File: src/rtl/sel_arbiter.sv
// sel_arbiter
// Two-requester arbiter that drives the select line of a downstream 2:1 mux.
// A newly chosen owner always gets exactly one dead cycle ("gap") between the
// sel change and its grant, so the mux output has settled before data is used.
// An owner that holds the grant for MAX_HOLD cycles while the other side is
// waiting is preempted. Ties go to the requester that did not own last.
//
// Ports
//   clk      : single clock, all state updates on the rising edge
//   rst      : synchronous, active-high reset (highest priority)
//   req_a    : request from source A (mux input a)
//   req_b    : request from source B (mux input b)
//   sel      : registered mux select, 0 = a, 1 = b
//   gnt_a    : registered grant to A (only ever high while sel = 0)
//   gnt_b    : registered grant to B (only ever high while sel = 1)
//   hold_cnt : registered count of cycles the current owner has held the grant
//   preempt  : registered one-cycle pulse when a grant is revoked by timeout
module sel_arbiter #(
  parameter int MAX_HOLD = 8
) (
  input  logic       clk,
  input  logic       rst,
  input  logic       req_a,
  input  logic       req_b,
  output logic       sel,
  output logic       gnt_a,
  output logic       gnt_b,
  output logic [3:0] hold_cnt,
  output logic       preempt
);

  localparam logic [3:0] HOLD_MAX = 4'(MAX_HOLD);

  typedef enum logic [1:0] {
    IDLE  = 2'd0,
    GAP   = 2'd1,
    GRANT = 2'd2
  } state_t;

  state_t     r_state;
  logic       r_last;       // last owner: 0 = A, 1 = B
  logic       r_sel;
  logic       r_gnt_a;
  logic       r_gnt_b;
  logic [3:0] r_hold_cnt;
  logic       r_preempt;

  // While a grant is active sel always points at the owner, so the owner's
  // and the other side's request can be picked straight off r_sel.
  logic w_owner_req;
  logic w_other_req;
  logic w_winner;

  assign w_owner_req = r_sel ? req_b : req_a;
  assign w_other_req = r_sel ? req_a : req_b;
  // Tie: the side that did not own last wins; otherwise whoever is asking.
  assign w_winner    = (req_a & req_b) ? ~r_last : req_b;

  always_ff @(posedge clk) begin
    if (rst) begin
      r_state    <= IDLE;
      r_last     <= 1'b1;   // makes A win the first tie after reset
      r_sel      <= 1'b0;
      r_gnt_a    <= 1'b0;
      r_gnt_b    <= 1'b0;
      r_hold_cnt <= 4'd0;
      r_preempt  <= 1'b0;
    end else begin
      case (r_state)
        IDLE: begin
          r_gnt_a    <= 1'b0;
          r_gnt_b    <= 1'b0;
          r_hold_cnt <= 4'd0;
          r_preempt  <= 1'b0;
          if (req_a | req_b) begin
            r_sel   <= w_winner;
            r_state <= GAP;
          end
        end

        GAP: begin
          // Winner was fixed on entry (it is r_sel); requests are ignored here.
          r_gnt_a    <= ~r_sel;
          r_gnt_b    <= r_sel;
          r_hold_cnt <= 4'd1;
          r_last     <= r_sel;
          r_preempt  <= 1'b0;
          r_state    <= GRANT;
        end

        GRANT: begin
          if (!w_owner_req) begin
            // Normal release wins over a coincident timeout: no preempt pulse.
            r_gnt_a    <= 1'b0;
            r_gnt_b    <= 1'b0;
            r_hold_cnt <= 4'd0;
            r_preempt  <= 1'b0;
            if (w_other_req) begin
              r_sel   <= ~r_sel;
              r_state <= GAP;
            end else begin
              r_state <= IDLE;
            end
          end else if ((r_hold_cnt == HOLD_MAX) && w_other_req) begin
            r_gnt_a    <= 1'b0;
            r_gnt_b    <= 1'b0;
            r_hold_cnt <= 4'd0;
            r_preempt  <= 1'b1;
            r_sel      <= ~r_sel;
            r_state    <= GAP;
          end else begin
            r_preempt <= 1'b0;
            if (r_hold_cnt != HOLD_MAX) begin
              r_hold_cnt <= r_hold_cnt + 4'd1;
            end
          end
        end

        default: begin
          r_state    <= IDLE;
          r_gnt_a    <= 1'b0;
          r_gnt_b    <= 1'b0;
          r_hold_cnt <= 4'd0;
          r_preempt  <= 1'b0;
        end
      endcase
    end
  end

  assign sel      = r_sel;
  assign gnt_a    = r_gnt_a;
  assign gnt_b    = r_gnt_b;
  assign hold_cnt = r_hold_cnt;
  assign preempt  = r_preempt;

endmodule

File: config.mk
export PLATFORM = sky130hd
export DESIGN_NAME = sel_arbiter
export DESIGN_NICKNAME = d
export VERILOG_FILES = /design/src/rtl/sel_arbiter.sv
export SDC_FILE = /design/constraint.sdc
export NUM_CORES = 1
export LEC_CHECK = 0
export BUFFER_PORTS_ARGS = -buffer_cell sky130_fd_sc_hd__buf_2
export CAP_MARGIN = 10
export CORE_MARGIN = 3
export CORE_UTILIZATION = 35
export CTS_CLUSTER_DIAMETER = 60
export DETAILED_ROUTE_END_ITERATION = 6
export GPL_ROUTABILITY_DRIVEN = 0
export PLACE_DENSITY_LB_ADDON = 0.15
export SYNTH_ARGS = -nofsm -noshare
export SYNTH_HDL_FRONTEND = slang
export SYNTH_SLANG_ARGS = --single-unit
File: constraint.sdc
create_clock -name clk -period 2 [get_ports clk]
set_input_delay 0.5 -clock clk [delete_from_list [all_inputs] [get_ports clk]]
set_output_delay 0.5 -clock clk [all_outputs]
set_load 0.005 [all_outputs]
==> results_dict.tcl, run 1 <==
set metrics [dict create \
    run_status "finished clean" \
    hp-class "register to register" \
    layout_setup_ws_ns 0.153 \
    core_box_area_um2 1820 \
    max-clock-path-buffers 2 \
    crit_path_largest_cell_delay_ns 0.51 \
    io-pin-count 12 \
    dieArea_um2 2590 \
    avgRoutedWirePerCell_um 12.2 \
    num-nets-final 104 \
    power-per-cell-area_nw_per_um2 714 \
    clkTransAtPathRegs_ns 0.07 \
    slew_violations 0 \
    finalClockSkew_ns 0.00836 \
    tritoncts_num_sinks 11 \
    crit_path_top_delay_cell "or4_1" \
    timing_worst_slew_pin_value_ns 0.417 \
    multi_input_area_um2 432 \
    post_cts.repair.setup_buffers 0 \
    first_global_vias 575 \
    grt_usage_pct 12.8 \
    worstSetupStartpointType "register" \
    critical_path_start_end_classification "register to register" \
    grt_setup_unrepaired "no" \
    critical_path.reg2reg.endpoint "sel" \
    cts-buffers-inserted 3 \
    r2r-start "r_state[0]" \
    root_buf_cell "clkbuf_4" \
    regArea_um2 221 \
    timing.reg2reg.worst_path_depth 6 \
    post-synth-top-area-fraction_pct 31.3 \
    synthArstFlopShare_pct 0 \
    layout_min_cycle_time_ns 1.85 \
    fp-row-count 15 \
    hold-path-cell-count 2 \
    r2r_setup_slack_ns 0.15 \
    dpl_worst_slack_ns 0.0739 \
    totalNegativeSetupSlack_ns 0 \
    drtIter0Drc 16 \
    detail_route.drc_violations 0 \
    ys_top_cells_by_area "dfxtp_1 (31%), ha_1 (12%), a21oi_1 (4.3%)" \
    antenna_diode_instance_count 0 \
    buffer_ports.inserted 11 \
    synth.cells.most_frequent "dfxtp_1 (11), ha_1 (7), a21oi_1 (6), nand2_1 (6), inv_1 (5)" \
    library_cell_occupying_the_most_area_in_the_post_synthesis_netlist "dfxtp_1" \
    grt_antenna_before_repair 0 \
    critical_path.endpoint_type "register" \
    areaGrowthSynthToFinish_pct 14.6 \
    critical_path_peak_fanout 8 \
    min_delay_worst_endpoint "gnt_a" \
    setup-violations-final 0 \
    largest_net_degree_at_the_start_of_global_routing 13 \
    dpl.hpwl_mm 1.08 \
    final.fill_count 180 \
    synth_area_per_cell_um2 8.92 \
    routed_wirelength_mm 1.43 \
    postSynthRegisterBits 11 \
    overflow 0 \
    cts_htree_levels 1 \
    dominant_synthesized_flop_cell "dfxtp_1" \
    detailed_place.area_um2 778 \
    via_per_inst 5.24 \
    cp_data_arrival_time_ns 2.06 \
    hold_viol_final 0 \
    drt-pass1-iter-count 4 \
    fin_hold_ws_ns 0.450 \
    fraction_of_the_cycle_the_final_worst_path_needs_pct 92.3 \
    synth_seq_area_share_pct 31.3 \
    via_count 613 \
    yosysUniqueCellTypes 35 \
    initial_utilization_pct 38.7 \
    max_cap_violations 0 \
    clock_tree_from_tritoncts "done" \
    critical_path_required_ns 2.21 \
    peakVddDrop_v 0.000453 \
    drtAntennaViolNets 0 \
    grt_pass1_wl_mm 2.48 \
    post-route-cell-area_um2 807 \
    ys.warnings.count 0 \
    syn_inst 79 \
    synth-edff-count 0 \
    path_cells "inv_1 > ha_1 > and3_1 > a32o_2 > or4_1 > a21oi_1" \
    die_x_um 50.9 \
    p_leak_uw 0.000340 \
    max_freq_mhz 541 \
    slew_headroom_pct 72.1 \
    post_synth_instance_area_um2 704 \
    synth.net_count 90 \
    start_point_of_the_worst_hold_path "gnt_a" \
    drive_gt1_share_pct 25.0 \
    synthMostInstantiatedCell "dfxtp_1" \
    worstSkewPairLatency_ns 0.27 \
    chipHeight_um 50.9 \
]
-- area by class of cell --
class                   instances  share of cell area (%)
flip-flops and latches         11                    27.4
clock buffers                   4                    3.26
inverters                       5                    2.33
repair buffers                 14                    9.61
well taps                      25                    3.88
multi-input cells              58                    53.5
-- stage by stage --
step,power [uW],utilization [%],std cells
global placement,427,42.7,113
floorplan,387,-,79
detailed placement,429,42.7,113
finish,576,44.3,117
global route,624,44.3,117
CTS,584,44.2,117
-- cells by family after synthesis --
| group | after synthesis | synth area share, % |
|---|---|---|
| AND/OR/NAND/NOR | 30 | 27.2 |
| AO/OA/AOI/OAI | 18 | 17.1 |
| flip-flops | 11 | 31.3 |
| buffers and inverters | 10 | 7.64 |
| adder cells (fa/ha/maj) | 7 | 12.4 |
| multiplexers | 2 | 3.20 |
| XOR/XNOR | 1 | 1.24 |
-- report_power, final --
part | internal [uW] | switching [uW]
Sequential | 241 | 19.9
Clock | 77.2 | 74.2
Combinational | 76.2 | 88.3
Total | 394 | 182
-- critical path, delay by kind of cell, from the launching register on --
| family | cells | cell delay [ns] |
|---|---|---|
| DFF | 1 | 0.35 |
| buffers and inverters | 1 | 0.08 |
| adders and majority gates | 1 | 0.25 |
| and+or+nand+nor | 2 | 0.70 |
| AOI/OAI and AO/OA | 2 | 0.41 |
-- cell usage in the layout, fill, tap and decap left out, drive strengths merged --
master / n
a211o: 1
a21oi: 6
a31oi: 1
a32o: 1
and3: 1
and3b: 1
and4: 1
and4bb: 1
buf: 14
clkbuf: 4
dfxtp: 11
ha: 7
inv: 5
mux2: 2
nand2: 6
nand3: 2
nand3b: 2
nand4b: 2
nor2: 3
nor2b: 4
nor3: 1
nor3b: 1
nor4b: 1
o211ai: 1
o21ai: 2
o22ai: 1
o2bb2ai: 1
o31a: 1
o31ai: 2
o41ai: 1
or3: 1
or3b: 2
or4: 1
xor2: 1
-- state kept, by name, indices dropped and copies added, names as in the netlist --
signal and cells:
r_state 2, preempt 1, hold_cnt 4, r_last 1, gnt_a 1, sel 1, gnt_b 1
-- how the worst max path moves through the flow --
| stage | from | to | slack, ns | depth (start not counted) |
|---|---|---|---|---|
| after floorplan | r_state[0] | sel | 0.22 | 6 |
| after global placement | r_state[0] | sel | 0.14 | 6 |
| after detailed placement | r_state[0] | sel | 0.07 | 6 |
| after CTS | r_state[0] | sel | 0.06 | 6 |
| after global routing | hold_cnt[0] | sel | 0.04 | 6 |
| final | r_state[0] | sel | 0.15 | 6 |
-- metal layers --
layer	track usage (%)	vias up	part of all wire (%)
met2	20.4	20	47
met4	3.59	0	0.84
met5	0	-	0
met3	6.12	2	6.0
li1	-	311	-
met1	15.4	280	47
-- timing repair --
action / 4_1_cts / 5_1_grt
endpoints found under the hold margin: 0 / 0
hold buffers: 0 / 0
setup endpoints to repair: 0 / 1
resized for setup: 0 / 2
No activity file was read; power rests on OpenSTA's default activity.
==> run 2: changes to the inputs <==
clock period = 1.7 ns   (was 2 ns; I/O delays follow)
==> results_dict.tcl, run 2 (synthesis gave the netlist of run 1 again) <==
set metrics [dict create \
    worstSetupStartpoint "r_state[0]" \
    largest_register_ffs 4 \
    chipHeight_um 50.9 \
    totalNegativeSetupSlack_ns 0 \
    final.fill_count 175 \
    initial_utilization_pct 38.7 \
    dpl.hpwl_mm 1.11 \
    path_cells "inv_1 > ha_2 > and3_4 > a32o_2 > or4_1 > a21oi_1" \
    slew_violations 0 \
    cp.buffers_inverters 1 \
    post_layout_nonfiller_instances 132 \
    finalClockSkew_ns 0.0102 \
    num-nets-final 119 \
    drtIter0Drc 14 \
    antenna_diode_instance_count 0 \
    run_status "finished clean" \
    internal_power_uw 517 \
    fraction_of_the_cycle_the_final_worst_path_needs_pct 98.2 \
    layout_setup_ws_ns 0.0307 \
    critical_path_peak_fanout 3 \
    place_inst 123 \
    p_leak_uw 0.000414 \
    final_common_cell "buf_4" \
    drt-pass1-iter-count 4 \
    grt_antenna_before_repair 0 \
    drive_gt1_share_pct 41.1 \
    clock_power_share_pct 24.7 \
    power.share.switching_pct 32.3 \
    cp_data_arrival_time_ns 1.88 \
    power-per-cell-area_nw_per_um2 809 \
    buffer_ports.inserted 11 \
    via_per_inst 5.13 \
    routed_wirelength_mm 1.58 \
    largest_net_degree_at_the_start_of_global_routing 13 \
    overflow 0 \
    worstSetupStartpointType "register" \
    slew_headroom_pct 72.9 \
    proportion_of_power_drawn_by_combinational_gates_pct 36.1 \
    r2r-start "r_state[0]" \
    fp-row-count 15 \
    cp.depth 6 \
    net-switching-power_uw 247 \
    cts_htree_levels 1 \
    detail_route.drc_violations 0 \
    hold_viol_final 0 \
    max-clock-path-buffers 2 \
    worstSkewPairLatency_ns 0.28 \
    crit_path_top_delay_cell "or4_1" \
    timing_worst_slew_pin_value_ns 0.406 \
    layout_min_cycle_time_ns 1.67 \
    r2r_setup_slack_ns 0.03 \
    avgRoutedWirePerCell_um 11.9 \
    io-pin-count 12 \
    clkTransAtPathRegs_ns 0.07 \
    root_buf_cell "clkbuf_4" \
    die_x_um 50.9 \
    grt_usage_pct 13.6 \
    grt_pass1_wl_mm 2.64 \
    peakVddDrop_v 0.000347 \
    timing.reg2reg.worst_path_depth 6 \
    dpl_worst_slack_ns -0.0270 \
    p_total_uw 764 \
    crit_path_largest_cell_delay_ns 0.51 \
    clock_tree_from_tritoncts "done" \
    core_box_area_um2 1820 \
    areaGrowthSynthToFinish_pct 34.1 \
    critical-path-top-delay-family "simple AND/OR/NAND/NOR gates" \
    tritoncts_num_sinks 11 \
    power.share.sequential_pct 39.3 \
    drtAntennaViolNets 0 \
    cts-buffers-inserted 3 \
    setup-violations-final 0 \
    via_count 677 \
    hp-class "register to register" \
    max_cap_violations 0 \
    grt_setup_unrepaired "yes" \
    critical_path_start_end_classification "register to register" \
    critical_path.reg2reg.endpoint "sel" \
    crit_path_end "sel" \
    critical_path_required_ns 1.91 \
    first_global_vias 574 \
    critical_path.endpoint_type "register" \
    dieArea_um2 2590 \
    layout_common_cells "buf_4 (17), buf_2 (11), dfxtp_1 (9)" \
    max_freq_mhz 599 \
]
-- run 2: repair_timing --
| item | in CTS | in global routing |
|---|---|---|
| setup endpoints to repair | 2 | 4 |
| setup buffers | 2 | 3 |
| resized for setup | 3 | 5 |
| hold buffers | 0 | 0 |
| pin swaps | 2 | 3 |
-- run 2: worst register-to-register path, cell delays in order (launching register included) --
cell and delay (ns):
dfxtp_2 0.33, inv_1 0.05, ha_2 0.18, and3_4 0.17, a32o_2 0.24, or4_1 0.51
a21oi_1 0.13
-- run 2: layer usage --
layer	part of all wire (%)	track usage [%]	vias up
met4	1.5	6.73	0
met1	51	19.9	312
met3	3.7	3.79	2
met2	44	17.8	16
met5	0	0	-
li1	-	-	347
-- run 2: worst min-delay path by stage --
| stage | slack [ns] | startpoint | to | cells past startpoint |
|---|---|---|---|---|
| global route | 0.48 | gnt_b | gnt_b | 2 |
| detailed placement | 0.44 | gnt_b | gnt_b | 2 |
| global placement | 0.44 | gnt_a | gnt_a | 2 |
| CTS | 0.45 | gnt_b | gnt_b | 2 |
| finish | 0.45 | gnt_b | gnt_b | 2 |
| floorplan | 0.45 | gnt_a | gnt_a | 2 |
-- run 2: final cells by class --
class / count / area [um^2] / share of cell area [%]
Sequential cell: 11 / 223 / 23.6
Clock buffer: 4 / 26.3 / 2.78
Multi-Input combinational cell: 58 / 452 / 47.8
Timing Repair Buffer: 29 / 194 / 20.5
Tap cell: 25 / 31.3 / 3.31
Inverter: 5 / 18.8 / 1.99
-- run 2: power by group through the flow --
stage	sequential [uW]	combinational [uW]	clock, uW
after floorplan	304	153	0
final	300	275	188
after detailed placement	305	248	0
after global routing	304	306	205
after global placement	304	247	0
after CTS	299	258	194
-- run 2: metrics by stage --
stage	area [um^2]	hold WS, ns	util (%)
2_1_floorplan	708	0.448	-
3_5_place_dp	857	0.443	47.1
6_report	945	0.448	51.9
4_1_cts	906	0.453	49.8
5_1_grt	945	0.479	51.9
3_3_place_gp	857	0.437	47.1
